[config.mk]
export PLATFORM = sky130hd
export DESIGN_NAME = qpsk_demod
export DESIGN_NICKNAME = d
export VERILOG_FILES = /design/src/rtl/qpsk_demod.sv
export SDC_FILE = /design/constraint.sdc
export NUM_CORES = 1
export LEC_CHECK = 0
export ABC_AREA = 1
export CAP_MARGIN = 20
export CORE_MARGIN = 8
export CORE_UTILIZATION = 45
export DETAILED_ROUTE_END_ITERATION = 12
export DONT_BUFFER_PORTS = 1
export PLACE_DENSITY_LB_ADDON = 0.2
export SYNTH_ARGS = -nofsm -noshare
export SYNTH_HDL_FRONTEND = slang
export SYNTH_SLANG_ARGS = --single-unit
[constraint.sdc]
create_clock -name clk -period 8.95 [get_ports clk]
set_clock_uncertainty 0.05 [all_clocks]
set_input_delay 0.895 -clock clk [delete_from_list [all_inputs] [get_ports clk]]
set_output_delay 0.895 -clock clk [all_outputs]
set_load 0.02 [all_outputs]
[src/rtl/qpsk_demod.sv]
// Coherent QPSK demodulator: integrate-and-dump correlation of a
// 16-sample symbol against cos/sin references, with sign decisions.
module qpsk_demod #(
  parameter int DATA_W = 10,
  parameter int COEF_W = 8,
  parameter int ACC_W  = 22
) (
  input  logic              clk,
  input  logic              rst_n,
  input  logic [DATA_W-1:0] sample_in,
  input  logic              sample_valid,
  input  logic              sync_in,
  output logic              I_bit,
  output logic              Q_bit,
  output logic              bits_valid,
  output logic [ACC_W-1:0]  corr_i,
  output logic [ACC_W-1:0]  corr_q,
  output logic [15:0]       sym_count
);

  localparam int PW = DATA_W + COEF_W;

  function automatic logic signed [COEF_W-1:0] cos_lut(input logic [3:0] k);
    logic signed [COEF_W-1:0] c;
    case (k)
      4'd0:    c = COEF_W'(127);
      4'd1:    c = COEF_W'(117);
      4'd2:    c = COEF_W'(90);
      4'd3:    c = COEF_W'(49);
      4'd4:    c = COEF_W'(0);
      4'd5:    c = COEF_W'(-49);
      4'd6:    c = COEF_W'(-90);
      4'd7:    c = COEF_W'(-117);
      4'd8:    c = COEF_W'(-127);
      4'd9:    c = COEF_W'(-117);
      4'd10:   c = COEF_W'(-90);
      4'd11:   c = COEF_W'(-49);
      4'd12:   c = COEF_W'(0);
      4'd13:   c = COEF_W'(49);
      4'd14:   c = COEF_W'(90);
      default: c = COEF_W'(117);
    endcase
    return c;
  endfunction

  logic [3:0]        k_q, k_d, idx;
  logic              s1_v_q, s1_v_d;
  logic              s1_sync_q, s1_sync_d;
  logic [3:0]        s1_tag_q, s1_tag_d;
  logic [ACC_W-1:0]  p_i_q, p_i_d, p_q_q, p_q_d;
  logic signed [PW-1:0] prod_i, prod_q;

  logic [ACC_W-1:0]  acc_i_q, acc_i_d, acc_q_q, acc_q_d;
  logic [ACC_W-1:0]  sum_i, sum_q;
  logic [ACC_W-1:0]  corr_i_q, corr_i_d, corr_q_q, corr_q_d;
  logic              i_bit_q, i_bit_d, q_bit_q, q_bit_d;
  logic              bv_q, bv_d;
  logic [15:0]       cnt_q, cnt_d;

  // Stage 1: index tracking and reference multiply
  always_comb begin
    idx    = sync_in ? 4'd0 : k_q;
    prod_i = $signed(sample_in) * cos_lut(idx);
    prod_q = $signed(sample_in) * cos_lut(idx + 4'd12);
    k_d       = k_q;
    s1_v_d    = sample_valid;
    s1_sync_d = s1_sync_q;
    s1_tag_d  = s1_tag_q;
    p_i_d     = p_i_q;
    p_q_d     = p_q_q;
    if (sample_valid) begin
      k_d       = idx + 4'd1;
      s1_sync_d = sync_in;
      s1_tag_d  = idx;
      p_i_d     = {{(ACC_W-PW){prod_i[PW-1]}}, prod_i};
      p_q_d     = {{(ACC_W-PW){prod_q[PW-1]}}, prod_q};
    end
  end

  // Stage 2: accumulate; a sync-tagged product restarts the sum
  always_comb begin
    sum_i    = (s1_sync_q ? '0 : acc_i_q) + p_i_q;
    sum_q    = (s1_sync_q ? '0 : acc_q_q) + p_q_q;
    acc_i_d  = acc_i_q;
    acc_q_d  = acc_q_q;
    corr_i_d = corr_i_q;
    corr_q_d = corr_q_q;
    i_bit_d  = i_bit_q;
    q_bit_d  = q_bit_q;
    bv_d     = 1'b0;
    cnt_d    = cnt_q;
    if (s1_v_q) begin
      if (s1_tag_q == 4'd15) begin
        corr_i_d = sum_i;
        corr_q_d = sum_q;
        i_bit_d  = sum_i[ACC_W-1];
        q_bit_d  = sum_q[ACC_W-1];
        bv_d     = 1'b1;
        acc_i_d  = '0;
        acc_q_d  = '0;
        cnt_d    = cnt_q + 16'd1;
      end else begin
        acc_i_d = sum_i;
        acc_q_d = sum_q;
      end
    end
  end

  always_ff @(posedge clk or negedge rst_n) begin
    if (!rst_n) begin
      k_q       <= '0;
      s1_v_q    <= 1'b0;
      s1_sync_q <= 1'b0;
      s1_tag_q  <= '0;
      p_i_q     <= '0;
      p_q_q     <= '0;
      acc_i_q   <= '0;
      acc_q_q   <= '0;
      corr_i_q  <= '0;
      corr_q_q  <= '0;
      i_bit_q   <= 1'b0;
      q_bit_q   <= 1'b0;
      bv_q      <= 1'b0;
      cnt_q     <= '0;
    end else begin
      k_q       <= k_d;
      s1_v_q    <= s1_v_d;
      s1_sync_q <= s1_sync_d;
      s1_tag_q  <= s1_tag_d;
      p_i_q     <= p_i_d;
      p_q_q     <= p_q_d;
      acc_i_q   <= acc_i_d;
      acc_q_q   <= acc_q_d;
      corr_i_q  <= corr_i_d;
      corr_q_q  <= corr_q_d;
      i_bit_q   <= i_bit_d;
      q_bit_q   <= q_bit_d;
      bv_q      <= bv_d;
      cnt_q     <= cnt_d;
    end
  end

  assign I_bit      = i_bit_q;
  assign Q_bit      = q_bit_q;
  assign bits_valid = bv_q;
  assign corr_i     = corr_i_q;
  assign corr_q     = corr_q_q;
  assign sym_count  = cnt_q;

endmodule

==> metrics.txt <==
Setup-failing EPs final 0; power density cells around 400 nW/um2; number of antenna violations at the first check in global routing 0; number of rows created at floorplan 68; Setup Fix Bufs, Post-CTS 0; relative area change from synthesis to final layout 6.53%; actual transition at the worst max-transition pin between 0.9 and 1 ns; H-tree depth 4; quantity of gates resized following cts 0; maximum vdd drop between 0.2 and 0.3 mV; worst relative slew slack between 30% and 40%; hold violation total from the final report 0; routability cong. just over 0.9; number of synthesized flops with an enable pin 0; fillers between 3000 and 4000; global-route met1 utilization approximately 27%; overall routing resource usage between 15 and 20%; met2 track utilization from global routing between 30% and 40%; Initial Util between 40% and 50%; wire length of the first global-routing pass between 60 and 70 mm; CTS Hold Bufs 0; Cell Area, Synth approximately 16000 um2; worst path required time approximately 9 ns; total global routing overflow 0; commonest register cell after synthesis sky130_fd_sc_hd__dfrtp_1; CTS tree yes; ranking of synthesized cells by area sky130_fd_sc_hd__dfrtp_1, sky130_fd_sc_hd__fa_1, sky130_fd_sc_hd__nand2_1; clock sinks approximately 150; biggest area consumer among synthesized cells sky130_fd_sc_hd__dfrtp_1; warning count from the yosys run 0; number of buffers added on ports 0; leakage power summed over all cells 9.31 nW; Max-Cap Viols 0; post-synthesis sequential area ratio around a quarter; total via count after detailed routing 13100; Diodes inserted 0; die boundary height 202 um; maximum number of pins on one net before global-route repair 152; Die Outline Area 40800 um2; core area 34300 um2; maximum operating frequency approximately 180 MHz; busiest metal layer after global routing met2; met3 track demand over resource roughly 3.4%; Die Width just over 200 um; RSZ-0062 raised after global routing false; number of storage elements in the synthesis netlist about 150; clock transition time at the flip-flop clock pins of the worst setup and hold paths 0.08 ns; Post-Synthesis Net Count ~2500; Tmin final around 5.6 ns; Mean Syn Cell Area 7.09 um2; outcome completed; crit path kind input port to flop; number of nets still failing antenna checks after routing 0; type of the most critical hold path input port to asynchronous set/reset pin; Final Slew Violations 0; setup total negative slack 0 ns; Synth async-reset ratio 100%; distinct cell type count of the synthesized netlist 39; critical path arrival between 5 and 6 ns; half-perimeter wire length of the detailed placement result 30.5 mm; Detailed Route WL between 30 and 40 mm; period utilisation layout between 60 and 70%; post-DR wirelength/cell ~15 um; via count of the first global-routing pass between 10000 and 15000; DRC errors left 0; Post-Synthesis Cells between 2000 and 2500; number of clock buffers inserted by TritonCTS 17; power after layout between 6 and 7 mW; Clk Tree Root Cell sky130_fd_sc_hd__clkbuf_16; average via count per standard cell slightly below 5; highest net fanout along the worst path 7; net total in the final layout between 2000 and 2500; number of iterations in the first detailed-routing pass 5; share of post-route cells with drive strength above 1 3.42%; element type at the critical path end flop; kind of launch point of the worst setup path input port; DR iter-0 viols 826; number of ports placed on the die boundary 77; clock insertion delay at the later pin of the skew report about 0.45 ns; maximum buffer depth of the clock tree 2; area fraction of the dominant cell type after synthesis roughly 24%
## final timing paths
kind,from,to,slack [ns],depth (start not counted)
max reg2reg,k_q[1],p_q_q[13],3.39,21
max,sync_in,p_q_q[13],3.34,20
min,rst_n,p_q_q[8],0.09,0
min in group clk,acc_i_q[14],acc_i_q[14],0.43,2
max in group asynchronous,rst_n,acc_i_q[20],8.47,0
min reg2reg,acc_i_q[14],acc_i_q[14],0.43,2
## state kept, by name, summed over array words and instances, names as in the netlist
| register | count |
|---|---|
| k_q | 4 |
| s1_sync_q | 1 |
| corr_i | 22 |
| corr_q | 22 |
| p_i_q | 18 |
| p_q_q | 18 |
| acc_i_q | 22 |
| s1_v_q | 1 |
| s1_tag_q | 4 |
| bits_valid | 1 |
| acc_q_q | 22 |
| sym_count | 16 |
## area by class of cell
type	instances	area (um2)	area share [%]
inverter	445	1670	10.1
clock inverter	15	153	0.921
sequential	151	3780	22.8
multi-input combinational	1558	9940	60.0
timing repair buffer	5	37.5	0.226
clock buffer	17	425	2.57
tap	455	569	3.43
## critical path, cell delays in order
cell                       delay, ns
sky130_fd_sc_hd__nor2_1         0.36
sky130_fd_sc_hd__inv_1          0.15
sky130_fd_sc_hd__ha_1           0.28
sky130_fd_sc_hd__a21oi_1        0.51
sky130_fd_sc_hd__inv_1          0.22
sky130_fd_sc_hd__nor2_1         0.19
sky130_fd_sc_hd__fa_1           0.42
sky130_fd_sc_hd__fa_1           0.47
sky130_fd_sc_hd__fa_1           0.55
sky130_fd_sc_hd__inv_1          0.06
sky130_fd_sc_hd__fa_1           0.53
sky130_fd_sc_hd__inv_1          0.04
sky130_fd_sc_hd__ha_1           0.34
sky130_fd_sc_hd__a21oi_1        0.26
sky130_fd_sc_hd__nand2_1        0.09
sky130_fd_sc_hd__nand2_1        0.06
sky130_fd_sc_hd__nand3b_1       0.08
sky130_fd_sc_hd__or2_2          0.28
sky130_fd_sc_hd__nand3_1        0.07
sky130_fd_sc_hd__nand2_1        0.05
## per-layer routing
metal | wire length, um | up-vias | share of wire (%)
met4 | 570 | 0 | 1.5
met5 | 0 | - | 0
li1 | - | 6606 | -
met1 | 19100 | 6221 | 49
met2 | 17300 | 263 | 44
met3 | 2180 | 37 | 5.6
## synth_stat cells, types with 27 or more instances
| master | number |
|---|---|
| sky130_fd_sc_hd__inv_1 | 432 |
| sky130_fd_sc_hd__dfrtp_1 | 151 |
| sky130_fd_sc_hd__ha_1 | 115 |
| sky130_fd_sc_hd__o21ai_0 | 67 |
| sky130_fd_sc_hd__nand2_1 | 660 |
| sky130_fd_sc_hd__xnor2_1 | 27 |
| sky130_fd_sc_hd__fa_1 | 134 |
| sky130_fd_sc_hd__a21oi_1 | 44 |
| sky130_fd_sc_hd__nor2_1 | 251 |
| sky130_fd_sc_hd__clkbuf_1 | 34 |
| sky130_fd_sc_hd__nand3_1 | 133 |
## logic make-up (layout without fill, tap and decap cells)
kind of cell	after synthesis	in the layout	synth area share, %
and+or+nand+nor	1118	1118	29.6
buffers and inverters	486	482	11.8
adders and majority gates	249	249	26.5
DFF	151	151	24.3
AOI/OAI and AO/OA	146	146	5.30
xor gates and xnor gates	45	45	2.53
## power breakdown
group / internal [mW] / total (mW) / switching [mW] / leakage, nW
clock network: 0.374 / 0.724 / 0.350 / 0.284
logic: 1.86 / 4.88 / 3.02 / 7.07
registers: 0.881 / 1.01 / 0.130 / 1.96
total: 3.12 / 6.62 / 3.50 / 9.31
## through the flow
| stage | cell area [um2] | worst slack, ns | hold slack [ns] | util, % | std cells |
|---|---|---|---|---|---|
| 6_report | 16600 | 3.34 | 0.0922 | 48.3 | 2646 |
| 4_1_cts | 16600 | 3.40 | 0.0656 | 48.3 | 2646 |
| 5_1_grt | 16600 | 2.98 | 0.0683 | 48.3 | 2646 |
| 3_5_place_dp | 16000 | 2.93 | 0.416 | 46.7 | 2614 |
| 2_1_floorplan | 15600 | 3.47 | 0.398 | - | 2195 |
| 3_3_place_gp | 16000 | 3.01 | 0.413 | 46.7 | 2614 |
## placed cells by master (no fill, tap or decap), drive strengths merged
cell and n:
nand2 669, inv 453, nor2 256, dfrtp 151
fa 134, nand3 133, ha 115, o21ai 71
a21oi 44, xnor2 27, nand4 20, nand3b 20
xor2 18, clkbuf 17, o22ai 12, or2 11
o21bai 7, clkinv 6, nor3 5, a21o 5
buf 5, and2 4, o21a 3, a31oi 2
o211ai 1, o2bb2ai 1, clkinvlp 1
No activity file was read; power rests on OpenSTA's default activity.
